--- src/rtl/sdram_burst_responder_pkg.sv ---
// Shared constants and state type for the SDRAM burst-read responder and the
// video controller's read port.
package sdram_burst_responder_pkg;

    localparam int SDRAM_BURST_LEN  = 64;
    localparam int SDRAM_BURST_BITS = $clog2(SDRAM_BURST_LEN);
    localparam int SDRAM_ADDR_W     = 24;

    typedef enum logic [1:0] {
        IDLE,
        ISSUE,
        STREAM,
        WAIT_ACK
    } sdram_resp_state_t;

endpackage

--- src/rtl/sdram_burst_responder_fifo.sv ---
// First-word-fall-through synchronous FIFO; the head word is readable the
// cycle after it is pushed. Pointers wrap modulo DEPTH (power of two).
module sync_fifo_fwft
    import sdram_burst_responder_pkg::*;
#(
    parameter int WIDTH = 16,
    parameter int DEPTH = SDRAM_BURST_LEN
) (
    input  logic             clk_i,
    input  logic             rst_i,
    input  logic             flush_i,
    input  logic             push_i,
    input  logic [WIDTH-1:0] wdata_i,
    input  logic             pop_i,
    output logic [WIDTH-1:0] rdata_o,
    output logic             empty_o
);

    localparam int AW = (DEPTH > 1) ? $clog2(DEPTH) : 1;
    localparam int CW = AW + 1;

    logic [WIDTH-1:0] mem_q [DEPTH];
    logic [AW-1:0]    wr_ptr_q, wr_ptr_d;
    logic [AW-1:0]    rd_ptr_q, rd_ptr_d;
    logic [CW-1:0]    count_q, count_d;
    logic             full;
    logic             do_push;
    logic             do_pop;

    assign empty_o = (count_q == '0);
    assign full    = (count_q == CW'(DEPTH));
    assign do_pop  = pop_i && !empty_o;
    assign do_push = push_i && (!full || do_pop);
    assign rdata_o = mem_q[rd_ptr_q];

    always_comb begin
        wr_ptr_d = wr_ptr_q;
        rd_ptr_d = rd_ptr_q;
        count_d  = count_q;
        if (flush_i) begin
            wr_ptr_d = '0;
            rd_ptr_d = '0;
            count_d  = '0;
        end else begin
            if (do_push) wr_ptr_d = wr_ptr_q + 1'b1;
            if (do_pop)  rd_ptr_d = rd_ptr_q + 1'b1;
            count_d = count_q + CW'(do_push) - CW'(do_pop);
        end
    end

    always_ff @(posedge clk_i) begin
        if (rst_i) begin
            wr_ptr_q <= '0;
            rd_ptr_q <= '0;
            count_q  <= '0;
        end else begin
            wr_ptr_q <= wr_ptr_d;
            rd_ptr_q <= rd_ptr_d;
            count_q  <= count_d;
        end
    end

    always_ff @(posedge clk_i) begin
        if (do_push) mem_q[wr_ptr_q] <= wdata_i;
    end

endmodule

--- src/rtl/sdram_burst_responder.sv ---
// Responder for the video burst-read handshake: one aligned SDRAM burst per
// request, buffered and streamed out. Optional checker: SDRAM_RESP_PROTOCOL_CHECK_EN.
module sdram_burst_responder
    import sdram_burst_responder_pkg::*;
#(
    parameter int BURST_LEN   = SDRAM_BURST_LEN,
    parameter int START_DELAY = 3
) (
    input  logic                    clk_i,
    input  logic                    rst_i,
    input  logic                    req_rd_i,
    input  logic [SDRAM_ADDR_W-1:0] req_addr_x16_i,
    input  logic                    req_ack_i,
    output logic                    req_rdy_o,
    output logic                    req_resp_valid_o,
    output logic [15:0]             req_rdata_o,
    output logic                    mem_cmd_valid_o,
    input  logic                    mem_cmd_ready_i,
    output logic [SDRAM_ADDR_W-1:0] mem_addr_x16_o,
    input  logic                    mem_rvalid_i,
    input  logic [15:0]             mem_rdata_i,
    output logic                    err_o
);

    localparam int CNT_W = $clog2(BURST_LEN) + 1;
    localparam int DLY_W = (START_DELAY > 2) ? $clog2(START_DELAY) : 1;
    localparam logic [CNT_W-1:0] FULL_CNT = CNT_W'(BURST_LEN);

    sdram_resp_state_t       state_q, state_d;
    logic [SDRAM_ADDR_W-1:0] addr_q, addr_d;
    logic [DLY_W-1:0]        dly_q, dly_d;
    logic [CNT_W-1:0]        rx_cnt_q, rx_cnt_d;
    logic [CNT_W-1:0]        tx_cnt_q, tx_cnt_d;
    logic                    abort_q, abort_d;
    logic                    rdy;
    logic                    push;
    logic                    flush;
    logic                    fifo_empty;
    logic [15:0]             fifo_head;

    sync_fifo_fwft #(
        .WIDTH (16),
        .DEPTH (BURST_LEN)
    ) u_fifo (
        .clk_i   (clk_i),
        .rst_i   (rst_i),
        .flush_i (flush),
        .push_i  (push),
        .wdata_i (mem_rdata_i),
        .pop_i   (rdy),
        .rdata_o (fifo_head),
        .empty_o (fifo_empty)
    );

    always_comb begin
        state_d  = state_q;
        addr_d   = addr_q;
        dly_d    = dly_q;
        rx_cnt_d = rx_cnt_q;
        tx_cnt_d = tx_cnt_q;
        abort_d  = abort_q;
        rdy      = 1'b0;
        push     = 1'b0;
        flush    = 1'b0;
        if (dly_q != '0) dly_d = dly_q - 1'b1;
        case (state_q)
            IDLE: begin
                if (req_rd_i) begin
                    addr_d   = req_addr_x16_i;
                    dly_d    = DLY_W'(START_DELAY - 1);
                    rx_cnt_d = '0;
                    tx_cnt_d = '0;
                    abort_d  = 1'b0;
                    state_d  = ISSUE;
                end
            end
            ISSUE: begin
                if (mem_cmd_ready_i) state_d = STREAM;
            end
            STREAM: begin
                push = mem_rvalid_i;
                if (push) rx_cnt_d = rx_cnt_q + 1'b1;
                // Once rd drops, stop streaming but drain the core's full burst before idling.
                if (abort_q || !req_rd_i) begin
                    abort_d = 1'b1;
                    if (rx_cnt_d == FULL_CNT) begin
                        flush   = 1'b1;
                        abort_d = 1'b0;
                        state_d = IDLE;
                    end
                end else if (!fifo_empty && dly_q == '0 && tx_cnt_q < FULL_CNT) begin
                    rdy      = 1'b1;
                    tx_cnt_d = tx_cnt_q + 1'b1;
                    if (tx_cnt_d == FULL_CNT) state_d = WAIT_ACK;
                end
            end
            WAIT_ACK: begin
                if (req_ack_i) state_d = IDLE;
            end
            default: state_d = IDLE;
        endcase
    end

    always_ff @(posedge clk_i) begin
        if (rst_i) begin
            state_q  <= IDLE;
            addr_q   <= '0;
            dly_q    <= '0;
            rx_cnt_q <= '0;
            tx_cnt_q <= '0;
            abort_q  <= 1'b0;
        end else begin
            state_q  <= state_d;
            addr_q   <= addr_d;
            dly_q    <= dly_d;
            rx_cnt_q <= rx_cnt_d;
            tx_cnt_q <= tx_cnt_d;
            abort_q  <= abort_d;
        end
    end

    assign req_rdy_o        = rdy;
    assign req_resp_valid_o = rdy;
    assign req_rdata_o      = rdy ? fifo_head : '0;
    assign mem_cmd_valid_o  = (state_q == ISSUE);
    assign mem_addr_x16_o   = addr_q;

`ifdef SDRAM_RESP_PROTOCOL_CHECK_EN
    logic err_q;
    logic viol_rd;
    logic viol_addr;
    logic viol_ack;

    assign viol_rd   = (state_q == STREAM) && !abort_q && !req_rd_i;
    assign viol_addr = (state_q == IDLE) && req_rd_i &&
                       (req_addr_x16_i[$clog2(BURST_LEN)-1:0] != '0);
    assign viol_ack  = req_ack_i && (state_q != WAIT_ACK);

    always_ff @(posedge clk_i) begin
        if (rst_i) begin
            err_q <= 1'b0;
        end else if (viol_rd || viol_addr || viol_ack) begin
            err_q <= 1'b1;
        end
    end

`ifndef SYNTHESIS
    always_ff @(posedge clk_i) begin
        if (!rst_i) begin
            assert (!viol_rd)   else $warning("rd dropped before burst end");
            assert (!viol_addr) else $warning("misaligned burst address");
            assert (!viol_ack)  else $warning("ack outside WAIT_ACK");
        end
    end
`endif

    assign err_o = err_q;
`else
    assign err_o = 1'b0;
`endif

endmodule

--- config.mk ---
export PLATFORM = sky130hd
export DESIGN_NAME = sdram_burst_responder
export DESIGN_NICKNAME = d
export VERILOG_FILES = /design/src/rtl/sdram_burst_responder_pkg.sv /design/src/rtl/sdram_burst_responder_fifo.sv /design/src/rtl/sdram_burst_responder.sv
export SDC_FILE = /design/constraint.sdc
export NUM_CORES = 1
export LEC_CHECK = 0
export BUFFER_PORTS_ARGS = -buffer_cell sky130_fd_sc_hd__buf_2
export CAP_MARGIN = 20
export CORE_MARGIN = 5
export CORE_UTILIZATION = 45
export DETAILED_ROUTE_END_ITERATION = 10
export SYNTH_ARGS = -nofsm -noshare
export SYNTH_HDL_FRONTEND = slang
export SYNTH_SLANG_ARGS = --single-unit
export TNS_END_PERCENT = 1
--- constraint.sdc ---
create_clock -name clk_i -period 5.8 [get_ports clk_i]
set_clock_uncertainty 0.1 [all_clocks]
set_input_delay 0.58 -clock clk_i [delete_from_list [all_inputs] [get_ports clk_i]]
set_output_delay 0.58 -clock clk_i [all_outputs]
set_load 0.05 [all_outputs]
==> Word level (Yosys, flattened, before mapping) <==
Memories as Yosys holds them, arrays and structs flattened. A register that Yosys moved wholly into a read port is not among the register bits.
Index checks and enable logic that the tools add are counted.
{ "op_classes": {"n_addsub": 7, "magnitude_cmp": 1, "n_eq_ne": 15, "n_mux": 34, "reduce_logical": 20} }
{ "ops": {"columns": ["operator", "count"], "rows": [
  ["7-bit two-way mux", 5],
  ["7-bit one-hot mux with 2 select lines", 2],
  ["7-bit equality test (second input constant)", 3],
  ["2-bit two-way mux", 10],
  ["16-bit two-way mux", 1],
  ["7-bit by 1-bit adder with 7-bit output (second input constant)", 2],
  ["6-bit by 1-bit adder with 6-bit output (second input constant)", 2],
  ["1-bit two-way mux", 12],
  ["6-bit two-way mux", 2],
  ["2-bit != test (second input constant)", 5],
  ["3-bit != test (second input constant)", 3],
  ["2-bit one-hot mux with 4 select lines", 1],
  ["7-bit by 1-bit adder with 7-bit output", 1],
  ["7-bit zero test", 1],
  ["7-bit less-than comparator (second input constant)", 1],
  ["7-bit by 1-bit subtractor with 7-bit output", 1],
  ["6-bit AND reduction", 1],
  ["2-bit equality test (second input constant)", 2],
  ["1-bit logical AND", 4],
  ["2-bit zero test", 2],
  ["2-bit AND reduction", 2],
  ["4-bit AND reduction", 1],
  ["2-bit nonzero test", 2],
  ["1-bit zero test", 3],
  ["7 further kinds", 8]
]} }
{ "word_totals": {"reg_bits": 62, "ramBits": 1024, "in_bits": 46, "output_inout_bits": 44, "wordCells": 87, "mem_count": 1} }
{ "memory_table": {"columns": ["memory", "words", "word_bits", "rd", "rd_ports_with_merged_regs", "wr", "line_no", "source"], "rows": [
  ["u_fifo.mem_q", 64, 16, 1, 1, 1, "sdram_burst_responder_fifo.sv:22", "logic [WIDTH-1:0] mem_q [DEPTH];"]
]} }

==> Logic depth before layout (Yosys ltp) <==
{ "logic_depth": {"ltp_word": 12, "mapped_depth": 18, "depth_no_buf": 16} }

==> By module <==
A second synthesis with hierarchy kept.
{ "unflattened": {"hier_cells": 2084, "area_unflattened_um2": 42399.4} }
{ "modules_own_cells": {"columns": ["mod", "n_inst", "cells_each", "area_each_um2", "seq_area_each_um2"], "rows": [
  ["sync_fifo_fwft", 1, 1819, 40317.4, 31250.0],
  ["sdram_burst_responder", 1, 265, 2082.0, 860.8]
]} }

==> Worst setup path after synthesis <==
Ideal clock, no wire load.
{ "synth_timing": {"path_kind": "in2out", "from": "input req_rd_i", "to": "output req_rdata_o[0]", "arrival_ns": 2.965, "required_time_ns": 5.120, "slack_ns": 2.155, "cell_stages": 6, "n_path_buf": 2, "path_cell_list": "and4bb_2 -> inv_1 -> or2_1 -> buf_1 -> clkbuf_1 -> nor4_1"} }
{ "synth_via": {"elab_chain_len": 5} }
{ "synth_lines": {"columns": ["element", "line_no", "source"], "rows": [
  ["start, declared", "sdram_burst_responder.sv:11", "input logic req_rd_i,"],
  ["1-bit zero test", "sdram_burst_responder.sv:84", "if (abort_q || !req_rd_i) begin"],
  ["1-bit logical OR", "sdram_burst_responder.sv:84", null],
  ["1-bit two-way mux", "sdram_burst_responder.sv:84", null],
  ["1-bit two-way mux", "sdram_burst_responder.sv:66", "case (state_q)"],
  ["16-bit two-way mux", "sdram_burst_responder.sv:124", "assign req_rdata_o = rdy ? fifo_head : '0;"],
  ["end, declared", "sdram_burst_responder.sv:16", "output logic [15:0] req_rdata_o,"]
]} }
Every way passes these cells.

==> flow_summary.ini <==
[sta]
setup_tns_ns = 0
finalSetupViolations = 0
period_share = 0.877
fin_ws_ns = 0.711
timing.fmax_mhz = 197
slew_headroom = 0.187
maxSlewViolCount = 0
worstMarginPinSlew_ns = 1.19
finalCriticalPeriod_ns = 5.09
rsz0062_at_grt = false
hold_violations = 0

[synthesis]
synth_area_per_cell_um2 = 19.2
ys.flop_type = edfxtp_1
yosys.area.top_type_share = 0.722
synth-xor-area-share = 0.00350
ys_ff_latch = 1092
syn_inst = 2213
ys_seq_area_frac = 0.754
synthAdderAreaFrac = 0.00400
synth-compound-area-share = 0.0451
yosysMostFrequentCell = edfxtp_1
synthDistinctLibCells = 61
synth_nets = 2272
synth.mux.area_fraction = 0.140
synth_warnings = 0
synth_area_leader_cell = edfxtp_1
synth_commonest_cells = 1024 x edfxtp_1, 191 x mux4_2, 138 x mux2i_1, 134 x nor2_1, 75 x nand2_1
synth_top_family_by_area = multiplexers
synthSimpleGateAreaFrac = 0.0325
netlist_area_um2 = 42600
ys_top_cells_by_area = edfxtp_1 72%, mux4_2 10%, mux2i_1 3.2%
synth-edff-count = 1024
synth-async-reset-ratio = 0

[worst_setup_path]
worst-r2r-setup-slack_ns = 1.87
start_kind = flop
end_kind = output port
rr_worst_depth = 7
critPathArrivalTime_ns = 4.41
crit_type = flop to output port
r2r-start = state_q[1]
worstPathRequired_ns = 5.12
reg2reg_to = u_fifo.mem_q[34][4]
crit_fanout = 34

[clock_tree]
path_clk_slew_ns = 0.06
post_cts_buffers = 0
clockRootBuffer = clkbuf_16
cts_hold_buf = 0
cts_tree = done
insertion_delay_ns = 0.68
clockBufferDepth = 3
htreeDepth = 3
numCtsBuffers = 106
cts.repair.resized = 0
cts_sinks = 1092

[routing]
num_vias = 21766
first_pass_iters = 8
avgViaCountPerCell = 5.84
drc = 0
wl_per_cell_um = 27.2
drt_wl_total_um = 101000
first_iter_violations = 2387
ant_nets = 0

[die]
fp-row-count = 112
die_w_um = 318
die_area_um2 = 101000
initial_core_util = 0.455
coreArea_um2 = 93600
io_pins = 90
die_y_um = 318

[min_path]
holdPathEnd = mem_addr_x16_o[2]
worstHoldStart = req_addr_x16_i[2]
hold_path_class = primary input to flop
min_path_cells = 3

[grt]
track_usage = 0.196
antenna_found_initial = 3
overflow = 0
grt_max_degree = 72
grt_pass1_wl_um = 149000
grt_pass1_vias = 22013

[finish]
seqCellArea_um2 = 32100
fillerInstances = 7526
final_nets = 2453
syn_to_final_growth_pct = 13.2
drive_above_1_share = 0.235
multi_input_area_um2 = 9600

[pwr]
combPwrFrac = 0.035
max-vdd-ir-drop_v = 0.000257
internal-power_mw = 12.7
p_leak_nw = 14.7
power.total_mw = 16.0
netSwitchingFraction = 0.205
p_switching_mw = 3.28
seqPwrFrac = 0.543
powerDensity_nw_per_um2 = 331
pwr-share-clk = 0.423

[place]
dp_hpwl_um = 59500
place_ws_ns = 1.43
port_buffers = 88
gp_congestion = 0.818

[run_status]
status = finished, final reports clean

[job]
maxCapViolations = 0
-- critical path: stages (launching register included) --
cell and delay [ns]:
dfxtp_4 0.63, buf_4 0.62, mux4_2 0.58, o22ai_1 0.26, a211oi_1 0.09, a2111oi_0 0.90, nor4_1 0.27, buf_2 0.31
-- cells in the final DEF (no fill, tap or decap), types with 18 or more instances in the layout --
master,n
o21ai_0,28
a22oi_1,45
a2111oi_0,19
mux2i_1,138
o22ai_1,36
clkbuf_1,22
clkinv_1,26
nor4_1,18
clkbuf_16,107
mux2_2,25
edfxtp_1,1024
nor2_1,134
a21oi_1,64
buf_2,88
mux4_2,191
nand2_1,75
a211oi_1,26
buf_4,110
o211ai_1,29
dfxtp_1,64
-- how the worst max path moves through the flow --
stage                     depth (start not counted)               to  slack, ns  startpoint
after detailed placement                          8  req_rdata_o[12]       1.43        flop
after CTS                                         7  req_rdata_o[13]       0.71        flop
after floorplan                                   6   req_rdata_o[0]       2.16    req_rd_i
after global routing                              9   req_rdata_o[0]       0.69        flop
after global placement                            8  req_rdata_o[12]       1.40        flop
final                                             7  req_rdata_o[13]       0.71        flop
-- final cells by class --
type | count | share of cell area
antenna | 1 | 0.0000519
sequential | 1092 | 0.666
clock inverter | 59 | 0.0132
clock buffer | 130 | 0.0575
tap | 1254 | 0.0326
inverter | 14 | 0.00109
timing repair buffer | 207 | 0.0299
multi-input combinational | 973 | 0.199
-- metal layers --
| layer | track usage | routed length, um |
|---|---|---|
| met1 | 0.276 | 42200 |
| met2 | 0.328 | 50900 |
| met3 | 0.0308 | 6770 |
| met4 | 0.0421 | 1610 |
| met5 | 0 | 0 |
-- power by group through the flow --
stage	logic, mW	clock network [mW]	registers (mW)
3_5_place_dp	0.558	0	8.83
4_1_cts	0.560	6.87	8.67
6_report	0.555	6.75	8.67
3_3_place_gp	0.536	0	8.83
5_1_grt	0.599	7.21	8.66
2_1_floorplan	0.280	0	8.86
-- kinds of logic (layout without fill, tap and decap cells) --
kind of cell               Yosys count  count (layout)
adders and majority gates           13              13
muxes                              354             354
buffers and inverters              148             410
other                                1               2
AOI/OAI and AO/OA                  285             285
xor gates and xnor gates            17              17
DFF                               1092            1092
and+or+nand+nor                    303             303
-- state kept, by name, summed over array words and instances, names as in the netlist, named ones only --
| signal | cells |
|---|---|
| abort_q | 1 |
| dly_q | 2 |
| mem_addr_x16_o | 24 |
| rx_cnt_q | 7 |
| state_q | 2 |
| tx_cnt_q | 7 |
| u_fifo.count_q | 7 |
| u_fifo.mem_q | 1024 |
| u_fifo.rd_ptr_q | 6 |
| u_fifo.wr_ptr_q | 6 |
-- per-stage QoR --
step / cell area [um2] / hold WS, ns / std cells / util
CTS: 48200 / 0.0129 / 3728 / 0.515
global placement: 44800 / 0.333 / 3539 / 0.478
finish: 48200 / 0.0522 / 3730 / 0.515
floorplan: 42600 / 0.324 / 2213 / -
detailed placement: 44800 / 0.342 / 3539 / 0.478
global route: 48200 / 0.0316 / 3729 / 0.515
Note: power is estimated with default switching activity, not from simulation.
